File: src/rtl/neighbor_table_writer_pkg.sv
// Memory map and state encoding shared by the neighbor table writer and the
// next-hop policy block that reads the same node memory.
package neighbor_table_writer_pkg;

  localparam int unsigned NTW_MAX_NEIGHBORS = 64;
  localparam int unsigned NTW_WORD_WIDTH    = 16;
  localparam int unsigned NTW_SLOT_W        = 6;
  localparam int unsigned NTW_COUNT_W       = 7;
  localparam int unsigned NTW_SLOT_STRIDE   = 2;

  localparam logic [15:0] NTW_NBR_ID_BASE  = 16'h0048;
  localparam logic [15:0] NTW_CLUSTER_BASE = 16'h00C8;
  localparam logic [15:0] NTW_BATT_BASE    = 16'h0148;
  localparam logic [15:0] NTW_QVAL_BASE    = 16'h01C8;

  // A neighborID of zero marks an unused slot.
  localparam logic [15:0] NTW_EMPTY_ID = 16'h0000;

  typedef enum logic [2:0] {
    ST_IDLE,
    ST_SCAN_ADDR,
    ST_SCAN_CHK,
    ST_WR_ID,
    ST_WR_CLUSTER,
    ST_WR_BATT,
    ST_WR_QVAL,
    ST_DONE
  } ntw_state_e;

  // Byte offset of a slot inside any region (slots are 16-bit words).
  function automatic logic [NTW_SLOT_W:0] slot_offset(input logic [NTW_SLOT_W-1:0] slot);
    return (NTW_SLOT_W+1)'(slot) * (NTW_SLOT_W+1)'(NTW_SLOT_STRIDE);
  endfunction

endpackage

File: src/rtl/neighbor_table_writer_nbr_slot_scanner.sv
// Walks the neighborID region slot by slot: owns the slot counter, produces
// the read address and classifies the returned word as match/empty/last.
module nbr_slot_scanner
  import neighbor_table_writer_pkg::*;
#(
  parameter int unsigned MAX_NEIGHBORS = NTW_MAX_NEIGHBORS,
  parameter int unsigned WORD_WIDTH    = NTW_WORD_WIDTH,
  parameter logic [15:0] NBR_ID_BASE   = NTW_NBR_ID_BASE
) (
  input  logic                  clock,
  input  logic                  nreset,
  input  logic                  scan_clear,
  input  logic                  scan_step,
  input  logic [WORD_WIDTH-1:0] target_id,
  input  logic [WORD_WIDTH-1:0] mem_data_out,
  output logic [NTW_SLOT_W-1:0] scan_slot,
  output logic [WORD_WIDTH-1:0] scan_address,
  output logic                  hit_match,
  output logic                  hit_empty,
  output logic                  at_last
);

  // Slot counter: restarts at slot 0 for each accepted beacon.
  always_ff @(posedge clock or negedge nreset) begin
    if (!nreset) begin
      scan_slot <= '0;
    end else if (scan_clear) begin
      scan_slot <= '0;
    end else if (scan_step) begin
      scan_slot <= scan_slot + 1'b1;
    end
  end

  // Address of the current slot and classification of the word read back.
  always_comb begin
    scan_address = WORD_WIDTH'(NBR_ID_BASE) + WORD_WIDTH'(slot_offset(scan_slot));
    hit_match    = (mem_data_out == target_id);
    hit_empty    = (mem_data_out == WORD_WIDTH'(NTW_EMPTY_ID));
    at_last      = (scan_slot == NTW_SLOT_W'(MAX_NEIGHBORS - 1));
  end

endmodule

File: src/rtl/neighbor_table_writer.sv
// Creates or refreshes a neighbor entry in shared node memory for each
// received beacon: scans the neighborID table, then writes the ID (new
// entries only), clusterID, batteryStat and qValue fields.
module neighbor_table_writer
  import neighbor_table_writer_pkg::*;
#(
  parameter int unsigned MAX_NEIGHBORS = NTW_MAX_NEIGHBORS,
  parameter logic [15:0] NBR_ID_BASE   = NTW_NBR_ID_BASE,
  parameter logic [15:0] CLUSTER_BASE  = NTW_CLUSTER_BASE,
  parameter logic [15:0] BATT_BASE     = NTW_BATT_BASE,
  parameter logic [15:0] QVAL_BASE     = NTW_QVAL_BASE,
  parameter int unsigned WORD_WIDTH    = NTW_WORD_WIDTH
) (
  input  logic                   clock,
  input  logic                   nreset,
  input  logic                   start,
  input  logic [WORD_WIDTH-1:0]  my_node_id,
  input  logic [WORD_WIDTH-1:0]  rx_neighbor_id,
  input  logic [WORD_WIDTH-1:0]  rx_cluster_id,
  input  logic [WORD_WIDTH-1:0]  rx_battery,
  input  logic [WORD_WIDTH-1:0]  rx_qvalue,
  output logic [WORD_WIDTH-1:0]  address,
  output logic                   wr_en,
  output logic [WORD_WIDTH-1:0]  mem_data_in,
  input  logic [WORD_WIDTH-1:0]  mem_data_out,
  output logic [NTW_SLOT_W-1:0]  slot_index,
  output logic                   is_new,
  output logic                   table_full,
  output logic                   rejected,
  output logic [NTW_COUNT_W-1:0] neighbor_count,
  output logic                   done,
  output logic                   busy
);

  ntw_state_e state, state_nx;

  logic [WORD_WIDTH-1:0] id_q, cluster_q, batt_q, qval_q;
  logic                  sender_invalid;
  logic                  scan_clear, scan_step;
  logic                  hit_match, hit_empty, at_last;
  logic [NTW_SLOT_W-1:0] scan_slot;
  logic [WORD_WIDTH-1:0] scan_address;
  logic [WORD_WIDTH-1:0] slot_byte_off;

  nbr_slot_scanner #(
    .MAX_NEIGHBORS (MAX_NEIGHBORS),
    .WORD_WIDTH    (WORD_WIDTH),
    .NBR_ID_BASE   (NBR_ID_BASE)
  ) u_scanner (
    .clock        (clock),
    .nreset       (nreset),
    .scan_clear   (scan_clear),
    .scan_step    (scan_step),
    .target_id    (id_q),
    .mem_data_out (mem_data_out),
    .scan_slot    (scan_slot),
    .scan_address (scan_address),
    .hit_match    (hit_match),
    .hit_empty    (hit_empty),
    .at_last      (at_last)
  );

  // Beacons from ourselves or with the reserved empty ID are never stored.
  always_comb begin
    sender_invalid = (rx_neighbor_id == WORD_WIDTH'(NTW_EMPTY_ID)) ||
                     (rx_neighbor_id == my_node_id);
    slot_byte_off  = WORD_WIDTH'(slot_offset(slot_index));
  end

  // State register.
  always_ff @(posedge clock or negedge nreset) begin
    if (!nreset) begin
      state <= ST_IDLE;
    end else begin
      state <= state_nx;
    end
  end

  // Next-state and memory-port drive; writes only happen in WR_* states.
  always_comb begin
    state_nx    = state;
    address     = '0;
    wr_en       = 1'b0;
    mem_data_in = '0;
    scan_clear  = 1'b0;
    scan_step   = 1'b0;
    case (state)
      ST_IDLE: begin
        if (start) begin
          scan_clear = 1'b1;
          state_nx   = sender_invalid ? ST_DONE : ST_SCAN_ADDR;
        end
      end
      ST_SCAN_ADDR: begin
        address  = scan_address;
        state_nx = ST_SCAN_CHK;
      end
      ST_SCAN_CHK: begin
        address = scan_address;
        if (hit_match) begin
          state_nx = ST_WR_CLUSTER;
        end else if (hit_empty) begin
          state_nx = ST_WR_ID;
        end else if (at_last) begin
          state_nx = ST_DONE;
        end else begin
          scan_step = 1'b1;
          state_nx  = ST_SCAN_ADDR;
        end
      end
      ST_WR_ID: begin
        wr_en       = 1'b1;
        address     = scan_address;
        mem_data_in = id_q;
        state_nx    = ST_WR_CLUSTER;
      end
      ST_WR_CLUSTER: begin
        wr_en       = 1'b1;
        address     = WORD_WIDTH'(CLUSTER_BASE) + slot_byte_off;
        mem_data_in = cluster_q;
        state_nx    = ST_WR_BATT;
      end
      ST_WR_BATT: begin
        wr_en       = 1'b1;
        address     = WORD_WIDTH'(BATT_BASE) + slot_byte_off;
        mem_data_in = batt_q;
        state_nx    = ST_WR_QVAL;
      end
      ST_WR_QVAL: begin
        wr_en       = 1'b1;
        address     = WORD_WIDTH'(QVAL_BASE) + slot_byte_off;
        mem_data_in = qval_q;
        state_nx    = ST_DONE;
      end
      ST_DONE: begin
        state_nx = ST_IDLE;
      end
      default: begin
        state_nx = ST_IDLE;
      end
    endcase
  end

  always_comb begin
    done = (state == ST_DONE);
    busy = (state != ST_IDLE);
  end

  // Beacon latch, status flags and occupancy count.
  always_ff @(posedge clock or negedge nreset) begin
    if (!nreset) begin
      id_q           <= '0;
      cluster_q      <= '0;
      batt_q         <= '0;
      qval_q         <= '0;
      slot_index     <= '0;
      is_new         <= 1'b0;
      table_full     <= 1'b0;
      rejected       <= 1'b0;
      neighbor_count <= '0;
    end else begin
      case (state)
        ST_IDLE: begin
          if (start) begin
            id_q       <= rx_neighbor_id;
            cluster_q  <= rx_cluster_id;
            batt_q     <= rx_battery;
            qval_q     <= rx_qvalue;
            slot_index <= '0;
            is_new     <= 1'b0;
            table_full <= 1'b0;
            rejected   <= sender_invalid;
          end
        end
        ST_SCAN_CHK: begin
          if (hit_match) begin
            slot_index <= scan_slot;
            is_new     <= 1'b0;
          end else if (hit_empty) begin
            slot_index <= scan_slot;
            is_new     <= 1'b1;
          end else if (at_last) begin
            table_full <= 1'b1;
          end
        end
        ST_WR_ID: begin
          if (neighbor_count < NTW_COUNT_W'(MAX_NEIGHBORS)) begin
            neighbor_count <= neighbor_count + 1'b1;
          end
        end
        default: ;
      endcase
    end
  end

endmodule
File: config.mk
export PLATFORM = sky130hd
export DESIGN_NAME = neighbor_table_writer
export DESIGN_NICKNAME = d
export VERILOG_FILES = /design/src/rtl/neighbor_table_writer_pkg.sv /design/src/rtl/neighbor_table_writer_nbr_slot_scanner.sv /design/src/rtl/neighbor_table_writer.sv
export SDC_FILE = /design/constraint.sdc
export NUM_CORES = 1
export LEC_CHECK = 0
export CORE_MARGIN = 2
export CORE_UTILIZATION = 37
export DETAILED_ROUTE_END_ITERATION = 8
export PLACE_DENSITY = 0.68
export SLEW_MARGIN = 15
export SYNTH_ARGS = -nofsm -noshare
export SYNTH_HDL_FRONTEND = slang
export SYNTH_HIERARCHICAL = 1
export SYNTH_SLANG_ARGS = --single-unit
File: constraint.sdc
create_clock -name clock -period 3.54 [get_ports clock]
set_input_delay 0.708 -clock clock [delete_from_list [all_inputs] [get_ports clock]]
set_output_delay 0.708 -clock clock [all_outputs]
set_load 0.01 [all_outputs]
==> results_dict.tcl <==
set metrics [dict create \
    drv_slew 0 \
    relSlewSlack_pct 45.8 \
    synth_top_area_share_pct 44.5 \
    status "finished clean" \
    tritoncts "done" \
    critical_path_class "flip-flop to output pin" \
    r2r-start "id_q[6]" \
    critPathTopFamily "buffers and inverters" \
    ys.flop_type "dfrtp_1" \
    antenna_found_initial 0 \
    peakVddDrop_mv 0.441 \
    vias 4265 \
    cts_max_level 3 \
    gp_congestion 0.844 \
    die_w_um 120 \
    avgSynthCellArea_um2 9.03 \
    crit_buf_inv 3 \
    vias_per_cell 4.93 \
    die_y_um 120 \
    diodes 0 \
    maxCapViolCount 0 \
    period_minus_slack_ns 3.13 \
    fillCellCount 1259 \
    nNetsFinal 787 \
    clock_sinks 89 \
    post_drt_wl_per_cell_um 15.6 \
    worstPathArrival_ns 2.42 \
    post-cts-setup-buffer-count 0 \
    grt_usage_pct 19.0 \
    rsz0062_at_grt "no" \
    cts_resized 0 \
    cts_hold_buf 0 \
    drive_gt1_share_pct 8.27 \
    grt_max_degree 90 \
    crit_start "state[1]" \
    area_delta_synth_final_pct 35.7 \
    yosysWarnings 6 \
    dp_hpwl_um 10200 \
    yosysUniqueCellTypes 52 \
    clk_latency_ns 0.34 \
    cp_slowest_cell "clkdlybuf4s50_1" \
    layout.cells.non_filler 865 \
    hold_path.class "primary input to asynchronous set/reset pin" \
    ys_ff_latch 89 \
    drt_drc_violations_left 0 \
    start_util_pct 37.8 \
    p_per_area_nw_per_um2 759 \
    drt_iter0_drc 230 \
    die_area_um2 14500 \
    synthCells 554 \
    grt_overflow 0 \
    dp.cells 849 \
    ys_seq_area_share_pct 44.5 \
    row_count 42 \
    setup_tns_ns 0 \
    routed_wl_um 13500 \
    fin_worst_skew_ns 0.00686 \
    async_reset_ff_share_pct 100 \
    yosys-top-cells-area "dfrtp_1, nand2_1, xnor2_1" \
    cts_made_buffers 9 \
    max_freq_ghz 0.320 \
    endpoint_kind "output pin" \
    max_stage_delay_ns 0.60 \
    hold_viol_final 0 \
    finalCritPeriodShare_pct 88.4 \
    synth_area_um2 5000 \
    synth-edff-count 0 \
    dr.pass1.iters 4 \
    setup.worst_path.start_class "flip-flop" \
    cts_buffer_depth 2 \
    crit_fanout 13 \
    synth_top_cell_by_area "dfrtp_1" \
    power_uw 5150 \
    coreArea_um2 13200 \
    p_leak_uw 0.00307 \
    io_buffers 142 \
    cts.reportedPaths.clkPinSlew_ns 0.06 \
    clockRootBuffer "clkbuf_16" \
    tightest_slew_ns 0.813 \
    ios 150 \
    grt_pass1_wl_um 21500 \
    ant_nets 0 \
    grt_pass1_vias 4380 \
    required_ns 2.83 \
    setup_violations 0 \
    worstPathCellList "inv_1, buf_4, nand2_1, o22ai_1, clkdlybuf4s50_1" \
]
## cell usage after synthesis, types with 4 or more instances
master,n
a22oi_2,10
nor2_1,16
nand4_1,10
o22ai_1,4
nand2_1,213
and3_1,8
a22o_1,12
o22ai_2,9
o21ai_0,13
xnor2_1,25
xor2_1,21
nand3_1,6
a21oi_1,5
ha_1,4
mux2i_1,17
buf_4,13
dfrtp_1,89
buf_2,12
buf_6,11
nor4_1,13
## power by group
| part | internal (uW) | switching, uW |
|---|---|---|
| clock network | 657 | 387 |
| registers | 1410 | 339 |
| logic | 1110 | 1250 |
## logic make-up after synthesis
family,count (synthesis),share of synthesized area (%)
flip-flops,89,44.5
other,1,0.0750
multiplexers,18,3.63
buffers and inverters,44,6.23
adder cells (fa/ha/maj),4,1.00
XOR/XNOR,46,8.06
AND/OR/NAND/NOR,283,24.7
AO/OA/AOI/OAI,69,11.8
## path summary, 6_finish.rpt
check | endpoint | slack, ns | cells after the start
worst min register to register | batt_q[11] | 0.48 | 2
worst max register to register | u_scanner/scan_slot[5] | 1.13 | 10
max in group asynchronous | id_q[8] | 2.55 | 1
worst min-delay path | qval_q[6] | 0.44 | 1
worst max-delay path | mem_data_in[2] | 0.41 | 5
min in group clock | batt_q[11] | 0.48 | 2
## final cells by class
cell class,count,area [um2],share of cell area (%)
tap,176,220,3.25
inverter,5,18.8,0.277
timing repair buffer,150,1500,22.0
multi-input combinational,429,2490,36.7
clock inverter,4,75.1,1.11
clock buffer,12,256,3.78
sequential,89,2230,32.8
## layout by cell type (no fill, tap or decap), types with 6 or more instances in the layout
cell,count
nor4_1,13
xnor2_1,25
o22ai_2,9
a22o_1,12
xor2_1,21
mux2i_1,17
clkdlybuf4s50_1,141
and3_1,8
dfrtp_1,89
clkbuf_16,9
nor2_1,16
a22oi_2,10
o21ai_0,13
nand3_1,6
nand2_1,213
nand4_1,10
conb_1,9
buf_4,7
## through the flow
| step | util, % | setup slack [ns] | hold WS (ns) | instance area, um2 |
|---|---|---|---|---|
| after floorplan | - | 1.25 | 0.412 | 5030 |
| after global placement | 48.7 | 0.657 | 0.461 | 6450 |
| after detailed placement | 48.7 | 0.480 | 0.463 | 6450 |
| after CTS | 51.2 | 0.433 | 0.478 | 6780 |
| after global routing | 51.2 | 0.268 | 0.494 | 6790 |
| final | 51.2 | 0.412 | 0.440 | 6790 |
## flip-flops by register name, summed over array words and instances, names as in the netlist
name	flops
slot_index	6
id_q	16
u_scanner/scan_slot	6
cluster_q	16
rejected	1
table_full	1
batt_q	16
qval_q	16
is_new	1
neighbor_count	7
state	3
## metal layers
metal	share of wire [%]	track usage, %
met1	43	24.1
met2	51	32.5
met3	4.0	2.31
met4	2.2	8.58
met5	0	0
(Power assumes the default switching activity.)
